**src/rtl/serial_adder.sv**
```systemverilog
// serial_adder: bit-serial WIDTH-bit adder built from one full-adder cell and
// a registered carry. Operands are consumed LSB first, one bit per clock, and
// the result is published on sum/cout with a single-cycle done pulse.
module serial_adder #(
  parameter int WIDTH = 8
) (
  input  logic             clk,
  input  logic             rst_n,
  input  logic             start,
  input  logic [WIDTH-1:0] a_in,
  input  logic [WIDTH-1:0] b_in,
  input  logic             cin,
  output logic             busy,
  output logic             done,
  output logic [WIDTH-1:0] sum,
  output logic             cout
);

  // One extra bit beyond clog2 so the counter can never wrap before the last bit.
  localparam int CW = $clog2(WIDTH) + 1;
  localparam logic [CW-1:0] LAST = CW'(WIDTH - 1);

  typedef enum logic [1:0] {
    IDLE = 2'd0,
    ADD  = 2'd1,
    DONE = 2'd2
  } state_t;

  state_t           state;
  logic [WIDTH-1:0] a_sh;
  logic [WIDTH-1:0] b_sh;
  logic [WIDTH-1:0] s_sh;
  logic             c;
  logic [CW-1:0]    cnt;

  logic             s_bit;
  logic             c_next;

  // The single full-adder cell working on the current LSBs and the stored carry.
  always_comb begin
    s_bit  = a_sh[0] ^ b_sh[0] ^ c;
    c_next = (a_sh[0] & b_sh[0]) | (c & (a_sh[0] ^ b_sh[0]));
  end

  // Control FSM and datapath; sum/cout only move on the edge that raises done.
  always_ff @(posedge clk or negedge rst_n) begin
    if (!rst_n) begin
      state <= IDLE;
      a_sh  <= '0;
      b_sh  <= '0;
      s_sh  <= '0;
      c     <= 1'b0;
      cnt   <= '0;
      busy  <= 1'b0;
      done  <= 1'b0;
      sum   <= '0;
      cout  <= 1'b0;
    end else begin
      case (state)
        IDLE: begin
          done <= 1'b0;
          if (start) begin
            a_sh  <= a_in;
            b_sh  <= b_in;
            c     <= cin;
            cnt   <= '0;
            busy  <= 1'b1;
            state <= ADD;
          end
        end
        ADD: begin
          c    <= c_next;
          s_sh <= {s_bit, s_sh[WIDTH-1:1]};
          a_sh <= {1'b0, a_sh[WIDTH-1:1]};
          b_sh <= {1'b0, b_sh[WIDTH-1:1]};
          cnt  <= cnt + 1'b1;
          if (cnt == LAST) begin
            sum   <= {s_bit, s_sh[WIDTH-1:1]};
            cout  <= c_next;
            done  <= 1'b1;
            state <= DONE;
          end
        end
        DONE: begin
          done  <= 1'b0;
          busy  <= 1'b0;
          state <= IDLE;
        end
        default: begin
          done  <= 1'b0;
          busy  <= 1'b0;
          state <= IDLE;
        end
      endcase
    end
  end

endmodule

```
**config.mk**
```make
export PLATFORM = sky130hd
export DESIGN_NAME = serial_adder
export DESIGN_NICKNAME = d
export VERILOG_FILES = /design/src/rtl/serial_adder.sv
export SDC_FILE = /design/constraint.sdc
export NUM_CORES = 1
export LEC_CHECK = 0
export BUFFER_PORTS_ARGS = -buffer_cell sky130_fd_sc_hd__buf_2
export CORE_MARGIN = 2
export CORE_UTILIZATION = 45
export CTS_CLUSTER_DIAMETER = 150
export DETAILED_ROUTE_END_ITERATION = 8
export PLACE_DENSITY_LB_ADDON = 0.15
export SETUP_SLACK_MARGIN = 0.02
export SYNTH_ARGS = -nofsm -noshare
export SYNTH_HDL_FRONTEND = slang
export SYNTH_SLANG_ARGS = --single-unit
```
**constraint.sdc**
```tcl
create_clock -name clk -period 1.76 [get_ports clk]
set_input_delay 0.264 -clock clk [delete_from_list [all_inputs] [get_ports clk]]
set_output_delay 0.264 -clock clk [all_outputs]
set_load 0.05 [all_outputs]
```
After elaboration in Yosys (flattened, before gate mapping)
Cells that the tools add are included.
Widths: inputs -> output; s select.
{"block": "classes", "n_reduce_logical": 6, "n_mux": 15, "add_sub_neg": 1, "n_bitwise": 6, "n_eq_ne": 4}
{"cell": "$pmux 8 s2", "n": 2}
{"cell": "$mux 8", "n": 2}
{"cell": "$pmux 4 s2", "n": 1}
{"cell": "$reduce_and 2->1", "n": 4}
{"cell": "$add 4x1->4 const B", "n": 1}
{"cell": "$eq 4x3->1 const B", "n": 1}
{"cell": "$mux 1", "n": 4}
{"cell": "$mux 2", "n": 2}
{"cell": "$mux 4", "n": 1}
{"cell": "$ne 2x2->1 const B", "n": 2}
{"cell": "$pmux 1 s2", "n": 2}
{"cell": "$pmux 2 s2", "n": 1}
{"cell": "$and 1x1->1", "n": 2}
{"cell": "$eq 2x1->1 const B", "n": 1}
{"cell": "$logic_not 2->1", "n": 1}
{"cell": "$reduce_bool 2->1", "n": 1}
{"cell": "$xor 1x1->1", "n": 2}
{"cell": "$not 1->1", "n": 1}
{"cell": "$or 1x1->1", "n": 1}
{"block": "word_totals", "regBits": 42, "output_inout_bits": 11, "inputBits": 20, "word_cells": 42}

Depth between registers and ports, before layout
{"block": "depth", "depth_word": 4, "depth_mapped": 4, "depth_no_buf": 4}

Worst setup path after synthesis
OpenSTA, ideal clock, no wires.
{"block": "synth_timing", "path_kind": "register -> register", "from": "reg state[1]", "to": "reg cout", "arrival_time_ns": 1.382, "period_less_slack_ns": 1.506, "path_buffers": 1, "setup_ns": 0.125, "slack_ns": 0.254, "t_required_ns": 1.635, "stages_incl_launch_ff": 5, "cell_sequence": "dfrtp_1 nand2b_1 buf_6 nor3_4 mux2_2"}
{"block": "synth_between", "elab_chain_len": 2}
{"element": "from (decl)", "line": "29", "text": "state_t state;"}
{"element": "from (signal assigned)", "line": "48", "text": "state <= IDLE;"}
{"element": "from (signal assigned)", "line": "68", "text": "state <= ADD;"}
{"element": "from (signal assigned)", "line": "81", "text": "state <= DONE;"}
{"element": "$eq 2x1->1", "line": "59", "text": "case (state)"}
{"element": "$reduce_and 2->1 (no line)"}
{"element": "to (signal assigned)", "line": "79", "text": "cout <= c_next;"}
{"element": "to (decl)", "line": "16", "text": "output logic cout"}
No other way between the ends.
A chain may end at the register's enable or synchronous reset.

Final worst setup path
{"block": "layout_timing", "from": "reg cnt[0]", "to": "reg sum[4]"}
{"block": "layout_between", "elab_chain_len": 2}
{"element": "from (decl)", "line": "34", "text": "logic [CW-1:0] cnt;"}
{"element": "from (signal assigned)", "line": "76", "text": "cnt <= cnt + 1'b1;"}
{"element": "$eq 4x3->1", "line": "77", "text": "if (cnt == LAST) begin"}
{"element": "$reduce_and 2->1 (no line)"}
{"element": "to (signal assigned)", "line": "78", "text": "sum <= {s_bit, s_sh[WIDTH-1:1]};"}
{"element": "to (decl)", "line": "15", "text": "output logic [WIDTH-1:0] sum,"}
No other way between the ends.

==> out/qor.yml <==
die_y_um: 67.5
insertion_delay_ns: 0.29
ctsRootBufferMaster: "clkbuf_8"
hpwl_um: 2640
cts_tree: "built"
fin_crit_ns: 1.60
start_util_pct: 46.0
hold_end: "b_sh[1]"
dr.pass1.iters: 4
fin_cells: 258
fmax_mhz: 624
max-clock-path-buffers: 2
critPathKind: "reg2reg"
n_fill_cell: 345
synthTopCellsByCount: "41 x dfrtp_1, 28 x nand2_1, 18 x nor2b_1, 18 x o21ai_0, 17 x a21oi_1"
synth_seq_cells: 41
gp_congestion: 0.744
wirelength_um: 3730
status: "completed"
synth_warnings: 0
die-area_um2: 4550
wl_per_cell_um: 14.5
finalHoldViolations: 0
hold_path_depth: 3
num_antenna_cells: 0
setup_tns_ns: 0
nets: 230
rr_worst_depth: 4
drv_cap: 0
first_global_vias: 1355
r2r_setup_slack_ns: 0.16
seq_area_frac_synth_pct: 56.6
drc: 0
synthArstFlopShare_pct: 100
area_growth_pct: 19.5
endpoint_kind: "flop"
cts_resized: 0
slew_headroom_pct: 66.6
cts_sinks: 41
cp_max_fo: 10
core_um2: 3940
worstPathRequired_ns: 1.94
yosysMostFrequentCell: "dfrtp_1"
ir_drop_mv: 0.996
dr.first_iter.drc_count: 99
dp.cells: 250
num_vias: 1363
synth.net_count: 193
cts_buffers: 5
rsz0062_at_grt: "no"
grt_pass1_wl_um: 6330
ant_nets: 0
synth_edf_count: 0
post_cts_buffers: 0
drive_gt1_share_pct: 26.9
r2r_start: "cnt[0]"
port_buffers: 30
pin_count: 31
syn_inst: 171
routed_via_density: 5.28
clkTransAtPathRegs_ns: 0.08
maxSlewViolCount: 0
grt_overflow_total: 0
grt_antenna_before_repair: 0
ys_types: 22
r2r-end: "sum[4]"
tightest_slew_ns: 0.500
htreeDepth: 2
grt_max_degree: 25
ys_top_cells_by_area: "dfrtp_1 57%, mux2_2 6.2%, nor2b_1 6.2%"
setup.worst_path.start_class: "flop"
fp.dieW_um: 67.5
rows: 23
setup_viol: 0
finalClockSkew_ns: 0.00306
hold_class: "in2reg"
avgSynthCellArea_um2: 10.6
cp.arrival_ns: 1.78
synth.top_cell.area_share_pct: 56.6
yosysTopAreaCell: "dfrtp_1"
leakage_nw: 1.03
synth_area_um2: 1810
finalCritPeriodShare_pct: 91.0
power_density_nw_per_um2: 1880
min_from: "b_in[1]"
grt_usage_pct: 19.3
synth_top_flop_cell: "dfrtp_1"
state kept, by name, indices dropped and copies added (netlist names):
signal	flops
s_sh	7
b_sh	8
a_sh	8
busy	1
sum	8
cout	1
cnt	4
done	1
c	1
state	2
per-layer routing:
| layer | track usage (%) | up-vias | wire length, um |
|---|---|---|---|
| li1 | - | 667 | - |
| met1 | 25.3 | 650 | 1650 |
| met2 | 30.6 | 41 | 1810 |
| met3 | 5.83 | 5 | 222 |
| met4 | 6.12 | 0 | 49 |
| met5 | 0 | - | 0 |
cell families after synthesis:
family | Yosys count | synth area share, %
AND/OR/NAND/NOR | 55 | 15.1
AO/OA/AOI/OAI | 54 | 17.7
flip-flops | 41 | 56.6
multiplexers | 10 | 6.22
buffers and inverters | 9 | 2.49
adder cells (fa/ha/maj) | 2 | 1.80
where the power goes:
| part | switching (mW) | total, mW | internal [mW] |
|---|---|---|---|
| combinational | 1.11 | 1.75 | 0.635 |
| clock | 0.310 | 0.722 | 0.412 |
| sequential | 0.266 | 1.60 | 1.34 |
metrics by stage:
step                      area, um2  total power [mW]  worst slack [ns]  hold slack [ns]  utilization, %
after global routing           2170              4.39            0.0669            0.279            54.9
after detailed placement       2050              3.38             0.161            0.254            52.0
after global placement         2050              3.29             0.231            0.253            52.0
after floorplan                1810              2.88             0.254          -0.0316               -
after CTS                      2170              4.11             0.147            0.249            54.9
final                          2170              4.07             0.158            0.260            54.9
final cells by class:
type | instances | area, um2 | area share (%)
clock buffer | 5 | 68.8 | 3.18
clock inverter | 2 | 35.0 | 1.62
multi-input combinational | 121 | 741 | 34.2
sequential | 41 | 1030 | 47.4
tap | 50 | 62.6 | 2.89
timing repair buffer | 39 | 233 | 10.7
worst max-delay path, cell delays in order (launching register included):
cell	delay, ns
dfrtp_1	0.39
ha_1	0.18
nand2_1	0.11
nor3_4	0.40
mux2_2	0.40
cells in the final DEF, fill, tap and decap left out:
cell type and instances:
clkinv_2 1, dlygate4sd3_1 1, nor3_4 1, a21oi_1 17
o21ai_0 18, a22oi_1 14, clkbuf_8 5, fa_1 1
mux2_2 10, nand2b_1 1, and3b_1 1, buf_4 7
dfrtp_1 41, buf_12 1, a22o_1 2, nor2_1 4
o21bai_1 1, o311ai_0 1, ha_1 1, o21a_1 1
nand3_1 2, nor2b_1 18, bufinv_16 1, nand2_1 28
buf_2 30
worst max path at each step:
stage,cells past startpoint,endpoint,from,slack [ns]
floorplan,4,cout,state[1],0.25
global placement,4,sum[4],cnt[0],0.23
detailed placement,4,sum[4],cnt[0],0.16
CTS,4,sum[4],cnt[0],0.15
global route,4,sum[4],cnt[0],0.07
finish,4,sum[4],cnt[0],0.16
what timing repair did:
| item | 4_1_cts | 5_1_grt |
|---|---|---|
| hold buffers | 1 | 0 |
| endpoints found under the setup margin | 0 | 0 |
| endpoints found under the hold margin | 19 | 0 |
(Power assumes the default switching activity.)
